--- src/rtl/pp_accumulator_pkg.sv ---
// Shared definitions for the partial-product accumulator: FSM states,
// default operand width and the truncation mask builder.
package pp_accumulator_pkg;

    typedef enum logic {
        ACC  = 1'b0,
        DONE = 1'b1
    } state_t;

    localparam int WIDTH_DEF = 16;

    // Mask with the low 'trunc' columns cleared; callers cast it to their product width.
    function automatic logic [63:0] trunc_mask(input int trunc);
        return ~((64'd1 << trunc) - 64'd1);
    endfunction

endpackage

--- src/rtl/pp_shift_mask.sv ---
// Aligns one partial-product row to its column position and drops the
// truncated low columns, producing the addend for the accumulator.
module pp_shift_mask
    import pp_accumulator_pkg::*;
#(
    parameter int  WIDTH = WIDTH_DEF,
    parameter int  TRUNC = 0,
    localparam int CW    = (WIDTH > 1) ? $clog2(WIDTH) : 1,
    localparam int PW    = 2 * WIDTH
) (
    input  logic [WIDTH-1:0] row,
    input  logic [CW-1:0]    cnt,
    output logic [PW-1:0]    addend
);

    logic [PW-1:0] row_ext;
    logic [PW-1:0] mask;

    // Shift happens at full product width so no row bits are lost before masking.
    always_comb begin
        row_ext = {{WIDTH{1'b0}}, row};
        mask    = PW'(trunc_mask(TRUNC));
        addend  = (row_ext << cnt) & mask;
    end

endmodule

--- src/rtl/pp_accumulator.sv ---
// Sequential partial-product accumulator: sums WIDTH shifted rows into a
// 2*WIDTH register and hands the finished product downstream.
//
//   state | meaning
//   ------+-----------------------------------------------------------
//   ACC   | accepting rows; pp_ready=1, acc grows by one row per handshake
//   DONE  | product complete; res_valid=1, res held until res_ready
module pp_accumulator
    import pp_accumulator_pkg::*;
#(
    parameter int  WIDTH = WIDTH_DEF,
    parameter int  TRUNC = 0,
    localparam int CW    = (WIDTH > 1) ? $clog2(WIDTH) : 1,
    localparam int PW    = 2 * WIDTH
) (
    input  logic             clk,
    input  logic             rst_n,
    input  logic             clear,
    input  logic             pp_valid,
    output logic             pp_ready,
    input  logic [WIDTH-1:0] pp_row,
    output logic             res_valid,
    input  logic             res_ready,
    output logic [PW-1:0]    res
);

    localparam logic [CW-1:0] LAST_ROW = CW'(WIDTH - 1);

    state_t        state;
    state_t        state_nxt;
    logic [PW-1:0] acc;
    logic [PW-1:0] acc_nxt;
    logic [CW-1:0] cnt;
    logic [CW-1:0] cnt_nxt;
    logic [PW-1:0] addend;

    pp_shift_mask #(
        .WIDTH (WIDTH),
        .TRUNC (TRUNC)
    ) u_shift_mask (
        .row    (pp_row),
        .cnt    (cnt),
        .addend (addend)
    );

    // State, running sum and row index; reset drops any partial product.
    always_ff @(posedge clk or negedge rst_n) begin
        if (!rst_n) begin
            state <= ACC;
            acc   <= '0;
            cnt   <= '0;
        end else begin
            state <= state_nxt;
            acc   <= acc_nxt;
            cnt   <= cnt_nxt;
        end
    end

    // Handshake outputs and next-state; clear overrides any handshake this cycle.
    always_comb begin
        state_nxt = state;
        acc_nxt   = acc;
        cnt_nxt   = cnt;
        pp_ready  = 1'b0;
        res_valid = 1'b0;

        case (state)
            ACC: begin
                pp_ready = 1'b1;
                if (pp_valid) begin
                    acc_nxt = acc + addend;
                    if (cnt == LAST_ROW) begin
                        cnt_nxt   = '0;
                        state_nxt = DONE;
                    end else begin
                        cnt_nxt = cnt + CW'(1);
                    end
                end
            end
            DONE: begin
                res_valid = 1'b1;
                if (res_ready) begin
                    acc_nxt   = '0;
                    state_nxt = ACC;
                end
            end
            default: state_nxt = ACC;
        endcase

        if (clear) begin
            acc_nxt   = '0;
            cnt_nxt   = '0;
            state_nxt = ACC;
        end
    end

    assign res = acc;

endmodule

--- config.mk ---
export PLATFORM = sky130hd
export DESIGN_NAME = pp_accumulator
export DESIGN_NICKNAME = d
export VERILOG_FILES = /design/src/rtl/pp_accumulator_pkg.sv /design/src/rtl/pp_shift_mask.sv /design/src/rtl/pp_accumulator.sv
export SDC_FILE = /design/constraint.sdc
export NUM_CORES = 1
export LEC_CHECK = 0
export ABC_AREA = 1
export ABC_CLOCK_PERIOD_IN_PS = 6500
export CORE_MARGIN = 2
export CORE_UTILIZATION = 40
export DETAILED_ROUTE_END_ITERATION = 10
export PLACE_DENSITY = 0.58
export SYNTH_ARGS = -nofsm -noshare
export SYNTH_HDL_FRONTEND = slang
export SYNTH_HIERARCHICAL = 1
export SYNTH_SLANG_ARGS = --single-unit
--- constraint.sdc ---
create_clock -name clk -period 6.5 [get_ports clk]
set_clock_uncertainty 0.05 [all_clocks]
set_input_delay 1.3 -clock clk [delete_from_list [all_inputs] [get_ports clk]]
set_output_delay 1.3 -clock clk [all_outputs]
set_load 0.05 [all_outputs]
==> results of run 1 <==
[routing by layer]
metal  global-route usage  vias to the layer above  routed length, um
met5                    0                        -                  0
met4               0.0538                        0                138
met3               0.0408                       10                704
met2                0.379                      110               6660
met1                0.360                     2485               8120
li1                     -                     2785                  -
[through the flow]
stage                     utilization  worst slack (ps)
final                           0.471              2560
after CTS                       0.471              2580
after detailed placement        0.459              2280
after global routing            0.471              2300
after floorplan                     -              3460
after global placement          0.459              2340
[critical path, delay by kind of cell]
kind | cells | cell delay (ps)
adder cells (fa/ha/maj) | 1 | 400
buffers and inverters | 3 | 780
AND/OR/NAND/NOR | 13 | 1600
[sequential cells by signal, indices dropped and copies added, names as in the netlist]
signal,flops
res,32
cnt,4
state,1
[power by group through the flow]
stage,registers (mW),logic [mW],clock network [mW]
6_report,0.290,0.572,0.257
4_1_cts,0.290,0.569,0.263
5_1_grt,0.294,0.635,0.274
2_1_floorplan,0.360,0.335,0
3_5_place_dp,0.294,0.566,0
3_3_place_gp,0.293,0.564,0
[worst max-delay path by stage]
stage	from	to	slack, ps	cells after the start
global placement	pp_row[0]	res[28]	2340	17
detailed placement	pp_row[0]	res[28]	2280	17
global route	pp_row[0]	res[24]	2300	17
CTS	pp_row[0]	res[28]	2580	17
floorplan	pp_row[0]	res[28]	3460	15
finish	pp_row[0]	res[28]	2560	17
[cells in the mapped netlist, drive strengths merged (2+ instances only)]
library cell / n / area share
o21ai: 18 / 0.018
nand2: 396 / 0.31
dfrtp: 37 / 0.19
a32o: 2 / 0.0040
nand3b: 2 / 0.0030
nor2: 59 / 0.049
o31ai: 2 / 0.0030
nand4: 7 / 0.0088
and3: 2 / 0.0025
buf: 22 / 0.036
nand3: 100 / 0.12
o21bai: 3 / 0.0045
nor3: 9 / 0.010
xor2: 2 / 0.0035
ha: 32 / 0.080
inv: 131 / 0.10
or2: 3 / 0.0038
a21oi: 33 / 0.033
[kinds of logic after synthesis]
group / count (synthesis) / synth area share
DFF: 37 / 0.186
xor gates and xnor gates: 2 / 0.00352
AOI/OAI and AO/OA: 63 / 0.0719
other: 1 / 0.000754
adders and majority gates: 33 / 0.0845
and+or+nand+nor: 578 / 0.516
buffers and inverters: 153 / 0.137
[area by class of cell]
cell class	instances	area (um2)	area share
Tap cell	168	210	0.0370
Multi-Input combinational cell	677	3370	0.592
Sequential cell	37	926	0.163
Inverter	131	504	0.0887
Clock buffer	7	143	0.0251
Timing Repair Buffer	54	536	0.0942
==> flow_summary.toml, run 1 <==
[placement]
placedCellCount = 1067
numPortBuffers = 54
placed_area_um2 = 5540
globalplace.congestion = 0.959
dp_hpwl_um = 12400

[min_path]
whs_endpoint = "res[22]"
holdPathStages = 2
hp-start = "res[22]"
hp-class = "reg2reg"

[routing]
via_count = 5390
wl_um = 15600
ant_nets = 0
drt_iter0_drc = 382
wire_per_inst_um = 14.5
viasPerCell = 5.02
drt_first_pass_iters = 5
drt_drc_violations_left = 0

[power_and_ir_drop]
p_total_mw = 1.12
seqPwrFrac = 0.259
internal-power_mw = 0.586
max-vdd-ir-drop_mv = 0.134
power.density_nw_per_um2 = 197
p_sw_mw = 0.533
comb_power_share = 0.511
switching_share = 0.476
p_leak_nw = 3.26
clock_power_share = 0.230

[critical_path]
cp-start-kind = "input pin"
r2r_slack_ps = 2880
critical_path.endpoint_type = "flip-flop"
max_stage_delay_ps = 510
criticalPathCategory = "in2reg"
cp.arrival_ps = 4080
crit_path_cell_trace = "clkdlybuf4s50_1 > nand2_1 > nand2_1 > nand2_1 > nor3_1 > inv_1 > fa_1 > inv_1 > nand3_1 > nand3_1 > nand3_1 > nand3_1 > nand2_1 > nand2_1 > nand2_1 > nand3_1 > nand2_1"
cp_slowest_cell = "clkdlybuf4s50_1"
crit_path_max_fanout = 5
worstReg2RegStart = "cnt[2]"
reg2reg_depth = 16
cp.required_ps = 6640
crit_path_frequent_cell = "nand2_1"
r2r-end = "res[29]"

[clock_tree]
clock_latency_ps = 300
numClockSinks = 37
numCtsBuffers = 5
cts_resized = 0
clock_path_buffers = 2
cts_setup_buffers = 0
root_buffer = "clkbuf_16"
htreeDepth = 2
clkTransAtPathRegs_ps = 60
cts_tree = "yes"
postCtsHoldBufs = 0

[sta]
finalSetupViolations = 0
whs_ps = 470
period_needed_ps = 3940
slew_headroom = 0.213
finalHoldViolCount = 0
rsz0062_at_grt = "false"
fin_tns_setup_ps = 0
period_share = 0.606
fmax_mhz = 254
maxSlewViolCount = 0
worst_slew_pin_slew_ps = 1180

[floorplan]
core-area_um2 = 12100
ioPinCount = 55
start_util = 0.412
fp-row-count = 40
die_width_um = 116
die_area_um2 = 13300
fp.dieH_um = 116

[global_routing]
grt_pass1_wl_um = 25400
grt_overflow_total = 0
grt_pass1_vias = 5027
grt_use_total = 0.246
antenna_found_initial = 0
grt_max_degree = 38

[layout]
instances_no_fill = 1074
layout_commonest_cell = "nand2_1"
fillCellCount = 1345
syn2layout_area_growth_pct = 14.3
final_area_um2 = 5680
drive_gt1_frac = 0.0662
nets = 960
layout_common_cells = "nand2_1, inv_1, nand3_1, nor2_1, clkdlybuf4s50_1"
diodes = 0

[synthesis]
async_reset_ff_frac = 1.00
syn-num-nets = 921
yosysSeqAreaShare = 0.186
yosysUniqueCellTypes = 39
syn_area_um2 = 4970
synth_enable_flop_cells = 0
ys_ff_latch = 37
synth_ff_type = "dfrtp_1"
syn_area_per_cell_um2 = 5.74
ys_warn_count = 6
syn_inst = 867

[job]
drv_cap = 0

[outcome]
outcome = "complete, no violations"
No activity file was read; power rests on OpenSTA's default activity.
==> inputs of run 2 (changes only) <==
--- a/config.mk
+++ b/config.mk
@@ -6,11 +6,11 @@
 export NUM_CORES = 1
 export LEC_CHECK = 0
 export ABC_AREA = 1
-export ABC_CLOCK_PERIOD_IN_PS = 6500
+export ABC_CLOCK_PERIOD_IN_PS = 3600
 export CORE_MARGIN = 2
 export CORE_UTILIZATION = 40
 export DETAILED_ROUTE_END_ITERATION = 10
-export PLACE_DENSITY = 0.58
+export PLACE_DENSITY = 0.6
 export SYNTH_ARGS = -nofsm -noshare
 export SYNTH_HDL_FRONTEND = slang
 export SYNTH_HIERARCHICAL = 1
==> constraint.sdc (replaced) <==
create_clock -name clk -period 3.6 [get_ports clk]
set_clock_uncertainty 0.05 [all_clocks]
set_input_delay 0.72 -clock clk [delete_from_list [all_inputs] [get_ports clk]]
set_output_delay 0.72 -clock clk [all_outputs]
set_load 0.05 [all_outputs]
==> run 2 against run 1 <==
  * Setup slack worse by 2300 ps
  * Power increased by 83%
  * Global-route usage shrank 1.5 points
  * Cell count increased by 0.74%
  * Final area rose by 1.2%
  * Sequential power grew 76%
  * Sequential cell count did not move
  * Hold slack got worse by 0.95 ps
  * Non-clock buffer count rose by 7
  * Sequential share of layout area down 0.19 points
  * Clock power grew 88%
  * Count of clock-buffer cells in the layout is the same
  * Critical path type unchanged
  * Largest cell class unchanged
==> flow_summary.toml, run 2 (synthesized netlist as in run 1, its figures left out) <==
[global_routing]
grt_use_met2 = 0.359
antenna_found_initial = 0
grt_pass1_vias = 4749
grt_pass1_wl_um = 24000
grt_max_degree = 38
grtUsageMet1 = 0.339
grt_overflow_total = 0
grt_use_total = 0.231
top_usage_layer = "met2"
grt_use_met3 = 0.0303

[sta]
setup_slack_ps = 284
maxSlewViolCount = 0
rsz0062_at_grt = "false"
fin_tns_setup_ps = 0
slew_headroom = 0.374
whs_ps = 469
period_share = 0.921
finalSetupViolations = 0
finalHoldViolCount = 0
fmax_mhz = 302
period_needed_ps = 3320
worst_slew_pin_slew_ps = 939

[clock_tree]
cts_setup_buffers = 0
clock_path_buffers = 2
cts_tree = "yes"
root_buffer = "clkbuf_16"
numCtsBuffers = 5
numClockSinks = 37
cts_resized = 0
htreeDepth = 2
clock_latency_ps = 290
clkTransAtPathRegs_ps = 60
postCtsHoldBufs = 0

[power_and_ir_drop]
switching_share = 0.470
clock_power_share = 0.236
power.density_nw_per_um2 = 355
internal-power_mw = 1.08
p_sw_mw = 0.960
max-vdd-ir-drop_mv = 0.216
comb_power_share = 0.514
p_total_mw = 2.04
p_leak_nw = 3.31
seqPwrFrac = 0.250

[routing]
drt_first_pass_iters = 5
viasPerCell = 4.91
drt_drc_violations_left = 0
ant_nets = 0
wl_um = 15100
drt_iter0_drc = 340
wire_per_inst_um = 13.9
via_count = 5308

[layout]
layout_commonest_cell = "nand2_1"
instances_no_fill = 1082
area.sequential_um2 = 926
largest_reg_flops = 32
nets = 967
fillCellCount = 1347
final_area_um2 = 5750
syn2layout_area_growth_pct = 15.6
diodes = 0
drive_gt1_frac = 0.0755
layout_common_cells = "nand2_1, inv_1, nand3_1, nor2_1, clkdlybuf4s50_1"
multi_input_area_um2 = 3370
finalCoreUtilization = 0.477

[critical_path]
cp.required_ps = 3730
cp-start-kind = "input pin"
criticalPathCategory = "in2reg"
cp-startpoint = "pp_row[0]"
crit_path_max_fanout = 5
cp.arrival_ps = 3450
worstReg2RegStart = "cnt[0]"
critical_path.endpoint_type = "flip-flop"

[floorplan]
die_area_um2 = 13300
fp.dieH_um = 116
core-area_um2 = 12100
fp-row-count = 40
start_util = 0.412
die_width_um = 116
ioPinCount = 55

[placement]
globalplace.congestion = 0.959
placedCellCount = 1074
pre_cts_ws_ps = 94.2
placed_area_um2 = 5590
numPortBuffers = 54
dp_hpwl_um = 12100

[min_path]
hp-class = "reg2reg"
hp-start = "res[26]"

[job]
drv_cap = 0

[outcome]
outcome = "complete, no violations"
[run 2: changes by cell type in the layout (fill, tap and decap cells not counted)]
cell / delta
buf_4: +7
clkbuf_1: -1
clkbuf_8: +1
clkinv_2: +1
[run 2: layer usage]
metal  vias up  wire (um)
met3        12        757
met2       127       6410
met1      2371       7710
met5         -          0
li1       2798          -
met4         0        212
[run 2: power groups by stage]
stage	combinational, mW	clock (mW)	sequential [mW]
6_report	1.05	0.483	0.511
5_1_grt	1.16	0.512	0.519
4_1_cts	1.04	0.494	0.512
3_5_place_dp	1.04	0	0.518
3_3_place_gp	1.04	0	0.521
2_1_floorplan	0.604	0	0.650
[run 2: layout make-up]
| type | instances | share of cell area |
|---|---|---|
| clock buffers | 7 | 0.0265 |
| inverters | 131 | 0.0877 |
| clock inverters | 1 | 0.000870 |
| flip-flops and latches | 37 | 0.161 |
| well taps | 168 | 0.0365 |
| repair buffers | 61 | 0.102 |
| multi-input cells | 677 | 0.585 |
[run 2: worst paths after layout]
| kind | end | slack [ps] | cells past startpoint |
|---|---|---|---|
| setup / recovery | res[28] | 280 | 17 |
| min in group asynchronous | res[9] | 520 | 1 |
| setup reg to reg | res[28] | 440 | 17 |
| hold / removal | res[26] | 470 | 2 |
| max in group asynchronous | res[21] | 2390 | 1 |
| hold reg to reg | res[26] | 470 | 2 |
[run 2: worst max-delay path: stages]
cell and delay (ps):
clkdlybuf4s50_1 510, nand2_1 80, nand2_1 110, nand2_1 70, nor3_1 430, inv_1 130, fa_1 410, inv_1 130
nand3_1 90, nand3_1 160, nand3_1 100, nand3_1 170, nand2_1 100, nand2_1 70, nand2_1 50, nand3_1 70
nand2_1 50
==> inputs of run 3 (changes only) <==
--- a/config.mk
+++ b/config.mk
@@ -7,6 +7,7 @@
 export LEC_CHECK = 0
 export ABC_AREA = 1
 export ABC_CLOCK_PERIOD_IN_PS = 3600
+export CAP_MARGIN = 10
 export CORE_MARGIN = 2
 export CORE_UTILIZATION = 40
 export DETAILED_ROUTE_END_ITERATION = 10
==> results of run 3 <==
No change in the layout: final DEF, timing and power equal those of run 2.
